===== src/rtl/id_ex_register_if.sv =====
// Decode-to-execute bundle: decoded instruction in, EX-stage copy, stall and event counters out.
// The master drives the id_* side and flush; the slave (pipeline register) drives ex_*, stall and counters.
interface id_ex_register_if #(
  parameter int XLEN  = 64,
  parameter int CNT_W = 16
);
  logic             id_valid;
  logic [1:0]       id_ALUOp;
  logic             id_Branch, id_MemRead, id_MemtoReg, id_MemWrite, id_ALUSrc, id_RegWrite;
  logic [XLEN-1:0]  id_pc, id_rs1_data, id_rs2_data, id_imm;
  logic [4:0]       id_rs1, id_rs2, id_rd;
  logic [3:0]       id_funct;
  logic             flush;

  logic             ex_valid;
  logic [1:0]       ex_ALUOp;
  logic             ex_Branch, ex_MemRead, ex_MemtoReg, ex_MemWrite, ex_ALUSrc, ex_RegWrite;
  logic [XLEN-1:0]  ex_pc, ex_rs1_data, ex_rs2_data, ex_imm;
  logic [4:0]       ex_rs1, ex_rs2, ex_rd;
  logic [3:0]       ex_funct;
  logic             stall;
  logic [CNT_W-1:0] stall_cnt, flush_cnt;

  modport master (
    output id_valid, id_ALUOp, id_Branch, id_MemRead, id_MemtoReg, id_MemWrite, id_ALUSrc,
           id_RegWrite, id_pc, id_rs1_data, id_rs2_data, id_imm, id_rs1, id_rs2, id_rd,
           id_funct, flush,
    input  ex_valid, ex_ALUOp, ex_Branch, ex_MemRead, ex_MemtoReg, ex_MemWrite, ex_ALUSrc,
           ex_RegWrite, ex_pc, ex_rs1_data, ex_rs2_data, ex_imm, ex_rs1, ex_rs2, ex_rd,
           ex_funct, stall, stall_cnt, flush_cnt
  );

  modport slave (
    input  id_valid, id_ALUOp, id_Branch, id_MemRead, id_MemtoReg, id_MemWrite, id_ALUSrc,
           id_RegWrite, id_pc, id_rs1_data, id_rs2_data, id_imm, id_rs1, id_rs2, id_rd,
           id_funct, flush,
    output ex_valid, ex_ALUOp, ex_Branch, ex_MemRead, ex_MemtoReg, ex_MemWrite, ex_ALUSrc,
           ex_RegWrite, ex_pc, ex_rs1_data, ex_rs2_data, ex_imm, ex_rs1, ex_rs2, ex_rd,
           ex_funct, stall, stall_cnt, flush_cnt
  );
endinterface


===== src/rtl/id_ex_register.sv =====
// ID/EX pipeline register with load-use hazard stall, flush/stall bubbles and saturating event counters.
// Latency 1 cycle; stall is combinational and asks PC and IF/ID to hold the decode instruction.
module id_ex_register #(
  parameter int XLEN  = 64,
  parameter int CNT_W = 16
) (
  input  logic             clk,
  input  logic             reset,
  id_ex_register_if.slave  bus
);

  logic             r_valid;
  logic [1:0]       r_aluop;
  logic             r_branch, r_memread, r_memtoreg, r_memwrite, r_alusrc, r_regwrite;
  logic [XLEN-1:0]  r_pc, r_rs1_data, r_rs2_data, r_imm;
  logic [4:0]       r_rs1, r_rs2, r_rd;
  logic [3:0]       r_funct;
  logic [CNT_W-1:0] r_stall_cnt, r_flush_cnt;

  logic w_uses_rs2;
  logic w_hz;
  logic w_stall;
  logic w_load;

  // Immediate-form ALU ops ignore rs2, but stores still read it as the store data.
  assign w_uses_rs2 = ~bus.id_ALUSrc | bus.id_MemWrite;
  assign w_hz       = r_valid & r_memread & (r_rd != 5'd0) & bus.id_valid &
                      ((r_rd == bus.id_rs1) | (w_uses_rs2 & (r_rd == bus.id_rs2)));
  assign w_stall    = w_hz & ~bus.flush;
  assign w_load     = ~bus.flush & ~w_stall & bus.id_valid;

  always_ff @(posedge clk) begin
    if (reset) begin
      r_valid     <= 1'b0;
      r_aluop     <= 2'b00;
      r_branch    <= 1'b0;
      r_memread   <= 1'b0;
      r_memtoreg  <= 1'b0;
      r_memwrite  <= 1'b0;
      r_alusrc    <= 1'b0;
      r_regwrite  <= 1'b0;
      r_pc        <= '0;
      r_rs1_data  <= '0;
      r_rs2_data  <= '0;
      r_imm       <= '0;
      r_rs1       <= 5'd0;
      r_rs2       <= 5'd0;
      r_rd        <= 5'd0;
      r_funct     <= 4'd0;
      r_stall_cnt <= '0;
      r_flush_cnt <= '0;
    end else begin
      // Bubbles zero the control bits; datapath fields are captured regardless.
      r_valid    <= w_load;
      r_aluop    <= w_load ? bus.id_ALUOp : 2'b00;
      r_branch   <= w_load & bus.id_Branch;
      r_memread  <= w_load & bus.id_MemRead;
      r_memtoreg <= w_load & bus.id_MemtoReg;
      r_memwrite <= w_load & bus.id_MemWrite;
      r_alusrc   <= w_load & bus.id_ALUSrc;
      r_regwrite <= w_load & bus.id_RegWrite;
      r_pc       <= bus.id_pc;
      r_rs1_data <= bus.id_rs1_data;
      r_rs2_data <= bus.id_rs2_data;
      r_imm      <= bus.id_imm;
      r_rs1      <= bus.id_rs1;
      r_rs2      <= bus.id_rs2;
      r_rd       <= bus.id_rd;
      r_funct    <= bus.id_funct;
      if (w_stall && (r_stall_cnt != {CNT_W{1'b1}}))
        r_stall_cnt <= r_stall_cnt + {{(CNT_W-1){1'b0}}, 1'b1};
      if (bus.flush && (r_flush_cnt != {CNT_W{1'b1}}))
        r_flush_cnt <= r_flush_cnt + {{(CNT_W-1){1'b0}}, 1'b1};
    end
  end

  assign bus.ex_valid    = r_valid;
  assign bus.ex_ALUOp    = r_aluop;
  assign bus.ex_Branch   = r_branch;
  assign bus.ex_MemRead  = r_memread;
  assign bus.ex_MemtoReg = r_memtoreg;
  assign bus.ex_MemWrite = r_memwrite;
  assign bus.ex_ALUSrc   = r_alusrc;
  assign bus.ex_RegWrite = r_regwrite;
  assign bus.ex_pc       = r_pc;
  assign bus.ex_rs1_data = r_rs1_data;
  assign bus.ex_rs2_data = r_rs2_data;
  assign bus.ex_imm      = r_imm;
  assign bus.ex_rs1      = r_rs1;
  assign bus.ex_rs2      = r_rs2;
  assign bus.ex_rd       = r_rd;
  assign bus.ex_funct    = r_funct;
  assign bus.stall       = w_stall;
  assign bus.stall_cnt   = r_stall_cnt;
  assign bus.flush_cnt   = r_flush_cnt;

endmodule


===== src/flat_wrapper.sv =====
// flat-port wrapper written by rule: the top's interface ports become plain ports
module id_ex_register_flat 
#(
  parameter int XLEN  = 64,
  parameter int CNT_W = 16
)
  (clk, reset, bus_id_valid, bus_id_ALUOp, bus_id_Branch, bus_id_MemRead, bus_id_MemtoReg, bus_id_MemWrite, bus_id_ALUSrc, bus_id_RegWrite, bus_id_pc, bus_id_rs1_data, bus_id_rs2_data, bus_id_imm, bus_id_rs1, bus_id_rs2, bus_id_rd, bus_id_funct, bus_flush, bus_ex_valid, bus_ex_ALUOp, bus_ex_Branch, bus_ex_MemRead, bus_ex_MemtoReg, bus_ex_MemWrite, bus_ex_ALUSrc, bus_ex_RegWrite, bus_ex_pc, bus_ex_rs1_data, bus_ex_rs2_data, bus_ex_imm, bus_ex_rs1, bus_ex_rs2, bus_ex_rd, bus_ex_funct, bus_stall, bus_stall_cnt, bus_flush_cnt);
  id_ex_register_if #(.XLEN(XLEN), .CNT_W(CNT_W)) bus_i ();
  input  logic clk;
  input  logic reset;
  input wire logic [$bits(bus_i.id_valid)-1:0] bus_id_valid;
  input wire logic [$bits(bus_i.id_ALUOp)-1:0] bus_id_ALUOp;
  input wire logic [$bits(bus_i.id_Branch)-1:0] bus_id_Branch;
  input wire logic [$bits(bus_i.id_MemRead)-1:0] bus_id_MemRead;
  input wire logic [$bits(bus_i.id_MemtoReg)-1:0] bus_id_MemtoReg;
  input wire logic [$bits(bus_i.id_MemWrite)-1:0] bus_id_MemWrite;
  input wire logic [$bits(bus_i.id_ALUSrc)-1:0] bus_id_ALUSrc;
  input wire logic [$bits(bus_i.id_RegWrite)-1:0] bus_id_RegWrite;
  input wire logic [$bits(bus_i.id_pc)-1:0] bus_id_pc;
  input wire logic [$bits(bus_i.id_rs1_data)-1:0] bus_id_rs1_data;
  input wire logic [$bits(bus_i.id_rs2_data)-1:0] bus_id_rs2_data;
  input wire logic [$bits(bus_i.id_imm)-1:0] bus_id_imm;
  input wire logic [$bits(bus_i.id_rs1)-1:0] bus_id_rs1;
  input wire logic [$bits(bus_i.id_rs2)-1:0] bus_id_rs2;
  input wire logic [$bits(bus_i.id_rd)-1:0] bus_id_rd;
  input wire logic [$bits(bus_i.id_funct)-1:0] bus_id_funct;
  input wire logic [$bits(bus_i.flush)-1:0] bus_flush;
  output wire logic [$bits(bus_i.ex_valid)-1:0] bus_ex_valid;
  output wire logic [$bits(bus_i.ex_ALUOp)-1:0] bus_ex_ALUOp;
  output wire logic [$bits(bus_i.ex_Branch)-1:0] bus_ex_Branch;
  output wire logic [$bits(bus_i.ex_MemRead)-1:0] bus_ex_MemRead;
  output wire logic [$bits(bus_i.ex_MemtoReg)-1:0] bus_ex_MemtoReg;
  output wire logic [$bits(bus_i.ex_MemWrite)-1:0] bus_ex_MemWrite;
  output wire logic [$bits(bus_i.ex_ALUSrc)-1:0] bus_ex_ALUSrc;
  output wire logic [$bits(bus_i.ex_RegWrite)-1:0] bus_ex_RegWrite;
  output wire logic [$bits(bus_i.ex_pc)-1:0] bus_ex_pc;
  output wire logic [$bits(bus_i.ex_rs1_data)-1:0] bus_ex_rs1_data;
  output wire logic [$bits(bus_i.ex_rs2_data)-1:0] bus_ex_rs2_data;
  output wire logic [$bits(bus_i.ex_imm)-1:0] bus_ex_imm;
  output wire logic [$bits(bus_i.ex_rs1)-1:0] bus_ex_rs1;
  output wire logic [$bits(bus_i.ex_rs2)-1:0] bus_ex_rs2;
  output wire logic [$bits(bus_i.ex_rd)-1:0] bus_ex_rd;
  output wire logic [$bits(bus_i.ex_funct)-1:0] bus_ex_funct;
  output wire logic [$bits(bus_i.stall)-1:0] bus_stall;
  output wire logic [$bits(bus_i.stall_cnt)-1:0] bus_stall_cnt;
  output wire logic [$bits(bus_i.flush_cnt)-1:0] bus_flush_cnt;
  assign bus_i.id_valid = bus_id_valid;
  assign bus_i.id_ALUOp = bus_id_ALUOp;
  assign bus_i.id_Branch = bus_id_Branch;
  assign bus_i.id_MemRead = bus_id_MemRead;
  assign bus_i.id_MemtoReg = bus_id_MemtoReg;
  assign bus_i.id_MemWrite = bus_id_MemWrite;
  assign bus_i.id_ALUSrc = bus_id_ALUSrc;
  assign bus_i.id_RegWrite = bus_id_RegWrite;
  assign bus_i.id_pc = bus_id_pc;
  assign bus_i.id_rs1_data = bus_id_rs1_data;
  assign bus_i.id_rs2_data = bus_id_rs2_data;
  assign bus_i.id_imm = bus_id_imm;
  assign bus_i.id_rs1 = bus_id_rs1;
  assign bus_i.id_rs2 = bus_id_rs2;
  assign bus_i.id_rd = bus_id_rd;
  assign bus_i.id_funct = bus_id_funct;
  assign bus_i.flush = bus_flush;
  assign bus_ex_valid = bus_i.ex_valid;
  assign bus_ex_ALUOp = bus_i.ex_ALUOp;
  assign bus_ex_Branch = bus_i.ex_Branch;
  assign bus_ex_MemRead = bus_i.ex_MemRead;
  assign bus_ex_MemtoReg = bus_i.ex_MemtoReg;
  assign bus_ex_MemWrite = bus_i.ex_MemWrite;
  assign bus_ex_ALUSrc = bus_i.ex_ALUSrc;
  assign bus_ex_RegWrite = bus_i.ex_RegWrite;
  assign bus_ex_pc = bus_i.ex_pc;
  assign bus_ex_rs1_data = bus_i.ex_rs1_data;
  assign bus_ex_rs2_data = bus_i.ex_rs2_data;
  assign bus_ex_imm = bus_i.ex_imm;
  assign bus_ex_rs1 = bus_i.ex_rs1;
  assign bus_ex_rs2 = bus_i.ex_rs2;
  assign bus_ex_rd = bus_i.ex_rd;
  assign bus_ex_funct = bus_i.ex_funct;
  assign bus_stall = bus_i.stall;
  assign bus_stall_cnt = bus_i.stall_cnt;
  assign bus_flush_cnt = bus_i.flush_cnt;
  id_ex_register #(.XLEN(XLEN), .CNT_W(CNT_W)) u_core (.clk(clk), .reset(reset), .bus(bus_i));
endmodule

===== config.mk =====
export PLATFORM = sky130hd
export DESIGN_NAME = id_ex_register_flat
export DESIGN_NICKNAME = d
export VERILOG_FILES = /design/src/rtl/id_ex_register_if.sv /design/src/rtl/id_ex_register.sv /design/src/flat_wrapper.sv
export SDC_FILE = /design/constraint.sdc
export NUM_CORES = 1
export LEC_CHECK = 0
export ABC_CLOCK_PERIOD_IN_PS = 2300
export CELL_PAD_IN_SITES_DETAIL_PLACEMENT = 1
export CELL_PAD_IN_SITES_GLOBAL_PLACEMENT = 2
export CORE_MARGIN = 8
export CORE_UTILIZATION = 20
export DETAILED_ROUTE_END_ITERATION = 10
export GPL_TIMING_DRIVEN = 0
export PLACE_DENSITY_LB_ADDON = 0.08
export SYNTH_ARGS = -nofsm -noshare
export SYNTH_HDL_FRONTEND = slang
export SYNTH_SLANG_ARGS = --single-unit

===== constraint.sdc =====
create_clock -name clk -period 2.3 [get_ports clk]
set_input_delay 0.23 -clock clk [delete_from_list [all_inputs] [get_ports clk]]
set_output_delay 0.23 -clock clk [all_outputs]
set_load 0.02 [all_outputs]

# == Yosys cells after proc, flatten, opt, wreduce, memory -nomap -nowiden ==
# Cells that the tools add are included.
# classes
magnitude_cmp,0
n_mux,0
div,0
addsub,2
reduce_logical,4
n_shift,0
multipliers,0
bitwise_logic,20
n_eq_ne,4
# ops
cell,n
16-bit by 1-bit adder with 16-bit output (second input constant),2
16-bit != test (second input constant),2
1-bit bitwise AND,14
5-bit == test,2
5-bit nonzero test,1
1-bit NOT,4
1-bit logical AND,2
1-bit bitwise OR,2
2-bit OR reduction,1
# totals
latchBits,0
romBits,0
out_inout_bits,317
mem_count,0
input_bits,287
mem_bits_rw,0
elab_cells,48
reg_bits,316

# == Depth between registers and ports, before layout ==
# logic_depth
depth_word,11
mapped_depth,7
ltp_nobuf,6

# == Worst setup path before layout ==
# OpenSTA, ideal clock, no wires.
# synth_timing
path_type,reg-to-reg
start,"reg u_core.r_flush_cnt[0], in the netlist u_core.bus.flush_cnt[0]"
end,"reg u_core.r_flush_cnt[1], in the netlist u_core.bus.flush_cnt[1]"
setup_ps,128
setup_slack_ps,314
required_ps,2172
path_buffers,1
period_less_slack_ps,1986
arrival_time_ps,1858
path_stages_with_launch,8
path_cell_list,dfxtp_1 ha_1 inv_1 or4_1 clkbuf_1 o21ai_2 mux2i_1 nor2_1
# synth_via
elab_chain_cells,2
word_cells_on_any_way,3
cone_classes,1 x add/sub; 1 x eq/ne; 1 x reduce/logical
# synth_rtl
element,line,rtl
"start, declared",id_ex_register.sv:18,"logic [CNT_W-1:0] r_stall_cnt, r_flush_cnt;"
"start signal, assigned",id_ex_register.sv:73,"r_flush_cnt <= r_flush_cnt + {{(CNT_W-1){1'b0}}, 1'b1};"
"parallel branches: the longest is 2 deep, another holds 16-bit by 1-bit adder with 16-bit output",n/a,
# Parallel ways; which one is timed is not known.
# A chain may end at the register's enable or synchronous reset.

# == Worst setup path in the final report ==
# layout_timing
start,"reg u_core.r_rd[2], in the netlist u_core.bus.ex_rd[2]"
end,out bus_stall
# layout_via
elab_chain_cells,5
word_cells_on_any_way,9
cone_classes,2 x eq/ne; 6 x bitwise; 1 x reduce/logical
# layout_rtl
element,line,rtl
"start, declared",id_ex_register.sv:16,"logic [4:0] r_rs1, r_rs2, r_rd;"
"start signal, assigned",id_ex_register.sv:68,r_rd <= bus.id_rd;
5-bit == test / 5-bit nonzero test (equally long branches),"id_ex_register.sv:28, id_ex_register.sv:27",
"1-bit bitwise AND, on equally long branches","id_ex_register.sv:28, id_ex_register.sv:27",
1-bit bitwise OR / 1-bit bitwise AND (equally long branches),"id_ex_register.sv:28, id_ex_register.sv:27",
1-bit bitwise AND (*),id_ex_register.sv:27,assign w_hz = r_valid & r_memread & (r_rd != 5'd0) & bus.id_valid &
1-bit bitwise AND (*),id_ex_register.sv:29,assign w_stall = w_hz & ~bus.flush;
"end, declared",flat_wrapper.sv:44,output wire logic [$bits(bus_i.stall)-1:0] bus_stall;
# Mark *: on every way between the ends. The rest lies on a longest branch, timed or not.

==> run_results.csv <==
group,metric,value,unit
floorplan,die_x,233,µm
power_and_ir_drop,p_leak,0.00655,µW
clock_tree,cts_tree,"built",
sta,setup_tns,0,ns
final_layout,multi_input_area,2930,µm²
sta,fmax,0.454,GHz
synth,synth_compound_area_share,2.79,%
job,drv_cap,0,
synth,ys_top_cells_by_count,"dfxtp_1, nor2b_1, clkbuf_1, nor2_1, xor2_1",
worst_setup_path,critPathLaunch,"u_core.bus.ex_rd[2]",
synth,yosys.area.top_type,"dfxtp_1",
synth,synthFlopType,"dfxtp_1",
power_and_ir_drop,irDropWorstVdd,526,µV
power_and_ir_drop,pwr_density_cell,781,nW/µm²
global_routing,grt_max_degree,12,
final_layout,area_growth_syn_to_layout,87.1,%
sta,period_share,95.7,%
hold_path,hold_path.startpoint,"reset",
routing,drt_iter0_drc,216,
clock_tree,clk_latency,0.55,ns
routing,drcViolationCount,0,
synth,synthArstFlopShare,0,%
final_layout,seqCellArea,6330,µm²
synth,synth_warnings,0,
synth,synthSimpleGateAreaFrac,25.2,%
outcome,outcome,"complete, no violations",
routing,final_antenna_net_count,0,
clock_tree,htreeDepth,2,
synth,synth-seq-area-share,67.3,%
sta,timing.hold.ws,0.220,ns
sta,slew_headroom,49.7,%
place,hpwl,41100,µm
synth,yosysMostFrequentCell,"dfxtp_1",
worst_setup_path,worstPathRequired,2.07,ns
final_layout,fillers,5147,
place,io_buffers,602,
global_routing,antenna_found_initial,11,
synth,synth_top_family_by_area,"simple AND/OR/NAND/NOR gates",
sta,finClkSkew,0.00902,ns
synth,synth_nets,1120,
synth,synthXorXnorAreaFrac,1.96,%
sta,hold_violations,0,
floorplan,pin_count,604,
synth,synth_edf_count,0,
synth,ys_ff_latch,316,
worst_setup_path,cp_data_arrival_time,1.97,ns
worst_setup_path,crit_path_end_kind,"primary output",
global_routing,grt_overflow,0,
routing,first_pass_iters,4,
synth,yosys.area.top_type_share,67.3,%
hold_path,hold_class,"input pin to register",
sta,worst_slew_pin_slew,0.755,ns
synth,synth.avg_cell_area,11.3,µm²
synth,yosys-top-cells-area,"dfxtp_1, nor2b_1, clkbuf_1",
routing,wl_per_cell,23.2,µm
routing,routed_wl,49300,µm
floorplan,core,46500,µm²
routing,viasPerCell,3.84,
worst_setup_path,critPathKind,"register to primary output",
global_routing,grt_usage,17.5,%
sta,min_period,2.20,ns
sta,setup_viol,0,
synth,synth_cell_types,38,
clock_tree,cts_root_buf,"clkbuf_16",
sta,rsz0062_at_grt,"no",
synth,syn_inst,831,
floorplan,rows,79,
worst_setup_path,startpoint_type,"register",
clock_tree,cts_buffer_depth,3,
floorplan,die_area,54200,µm²
floorplan,die_h,233,µm
global_routing,grt_pass1_vias,8774,
clock_tree,cts_num_sinks,316,
synth,netlist_area,9400,µm²
place,routabilityCongestion,0.772,
sta,slew_violations,0,
final_layout,nets,1768,
synth,synth_fa_ha_area_share,0.266,%
synth,muxShareOfSynthArea,0.466,%
worst_setup_path,cp_max_fo,4,
clock_tree,clk_pin_slew_worst_paths,0.06,ns
global_routing,grt_pass1_wl,66900,µm
final_layout,drive_gt1_share,5.83,%
clock_tree,cts_buffers,40,
clock_tree,hold_buffers,0,
worst_setup_path,timing.rr.start,"u_core.bus.ex_rd[2]",
floorplan,initial_core_util,20.2,%
routing,vias,8146,
[power by group]
group	internal (µW)	switching (µW)
Combinational	1000	809
Clock	3650	2460
Sequential	5740	78.2
[worst max-delay path, cell delays in order (launching register included)]
cell	delay, ns
dfxtp_4	0.36
xor2_2	0.18
a2111oi_4	0.36
a22oi_2	0.14
clkbuf_8	0.16
nor2_4	0.08
buf_6	0.13
[cell usage in the layout, fill, tap and decap left out, types with 2 or more instances in the layout]
master           instances
xor2_1                  16
nand3_1                 16
nor3b_1                  2
xnor2_1                  4
o21ai_0                 11
clkbuf_1                46
nor3_1                  15
buf_2                    2
nand4b_1                 2
nor4_1                   3
mux2_2                   3
clkinv_2                 8
dfxtp_4                  2
or3_1                    9
o31ai_1                  5
and2_1                   8
o211a_1                  2
ha_1                     2
nor2_1                  26
nand4_1                  7
inv_1                    9
nor2b_1                278
or4_1                    6
diode_2                  6
buf_4                    4
clkdlybuf4s50_1        601
clkbuf_8                13
and4_1                   2
a21oi_1                 16
nand2_1                 15
clkbuf_16               41
inv_6                    2
dfxtp_1                313
[cells by family after synthesis]
group | after synthesis
compound gates | 41
xor+xnor | 21
fa+ha+maj | 2
buf+inv | 51
flops | 316
mux | 4
simple gates | 396
[worst paths after layout]
check | to | slack, ns | cells past startpoint
setup / recovery | bus_stall | 0.1 | 6
hold / removal | u_core.bus.ex_rs2[0] | 0.22 | 2
setup reg to reg | u_core.bus.stall_cnt[0] | 0.13 | 7
hold reg to reg | u_core.bus.stall_cnt[9] | 0.53 | 2
[metrics by stage]
step / cell area [µm²] / setup WS [ns] / power (µW) / utilization (%) / std cells
2_1_floorplan: 9400 / 0.314 / 6540 / - / 831
3_3_place_gp: 16200 / -0.490 / 7750 / 34.8 / 2040
3_5_place_dp: 16200 / -0.498 / 7770 / 34.8 / 2040
4_1_cts: 17500 / -0.0358 / 14100 / 37.7 / 2115
5_1_grt: 17600 / 0.00837 / 14300 / 37.8 / 2119
6_report: 17600 / 0.0987 / 13700 / 37.9 / 2122
[flip-flops by register name (all words and copies together) (netlist names)]
register	flops
u_core.bus.ex_ALUOp	2
u_core.bus.ex_ALUSrc	1
u_core.bus.ex_Branch	1
u_core.bus.ex_MemRead	1
u_core.bus.ex_MemWrite	1
u_core.bus.ex_MemtoReg	1
u_core.bus.ex_RegWrite	1
u_core.bus.ex_funct	4
u_core.bus.ex_imm	64
u_core.bus.ex_pc	64
u_core.bus.ex_rd	5
u_core.bus.ex_rs1	5
u_core.bus.ex_rs1_data	64
u_core.bus.ex_rs2	5
u_core.bus.ex_rs2_data	64
u_core.bus.ex_valid	1
u_core.bus.flush_cnt	16
u_core.bus.stall_cnt	16
[area by class of cell]
type | instances | area share (%)
well taps | 607 | 4.32
multi-input cells | 464 | 16.7
plain buffers | 42 | 0.975
inverters | 9 | 0.192
repair buffers | 606 | 34.4
flip-flops and latches | 316 | 36.0
diodes | 6 | 0.0854
clock inverters | 11 | 0.370
clock buffers | 61 | 6.94
[layer usage]
layer	routed length [µm]	vias up	track usage, %	share of wire (%)
met5	60	-	0	0.12
met4	1370	10	6.47	2.8
met3	5240	66	9.02	11
met2	26000	303	31.5	53
met1	16600	3806	16.8	34
li1	-	3961	-	-
[repair_timing]
item                                    4_1_cts  5_1_grt
endpoints found under the setup margin        1        8
gates resized for setup                      15        8
buffers inserted                              3        1
pin swaps                                     3        2
Power figures use the tool's default switching activity.
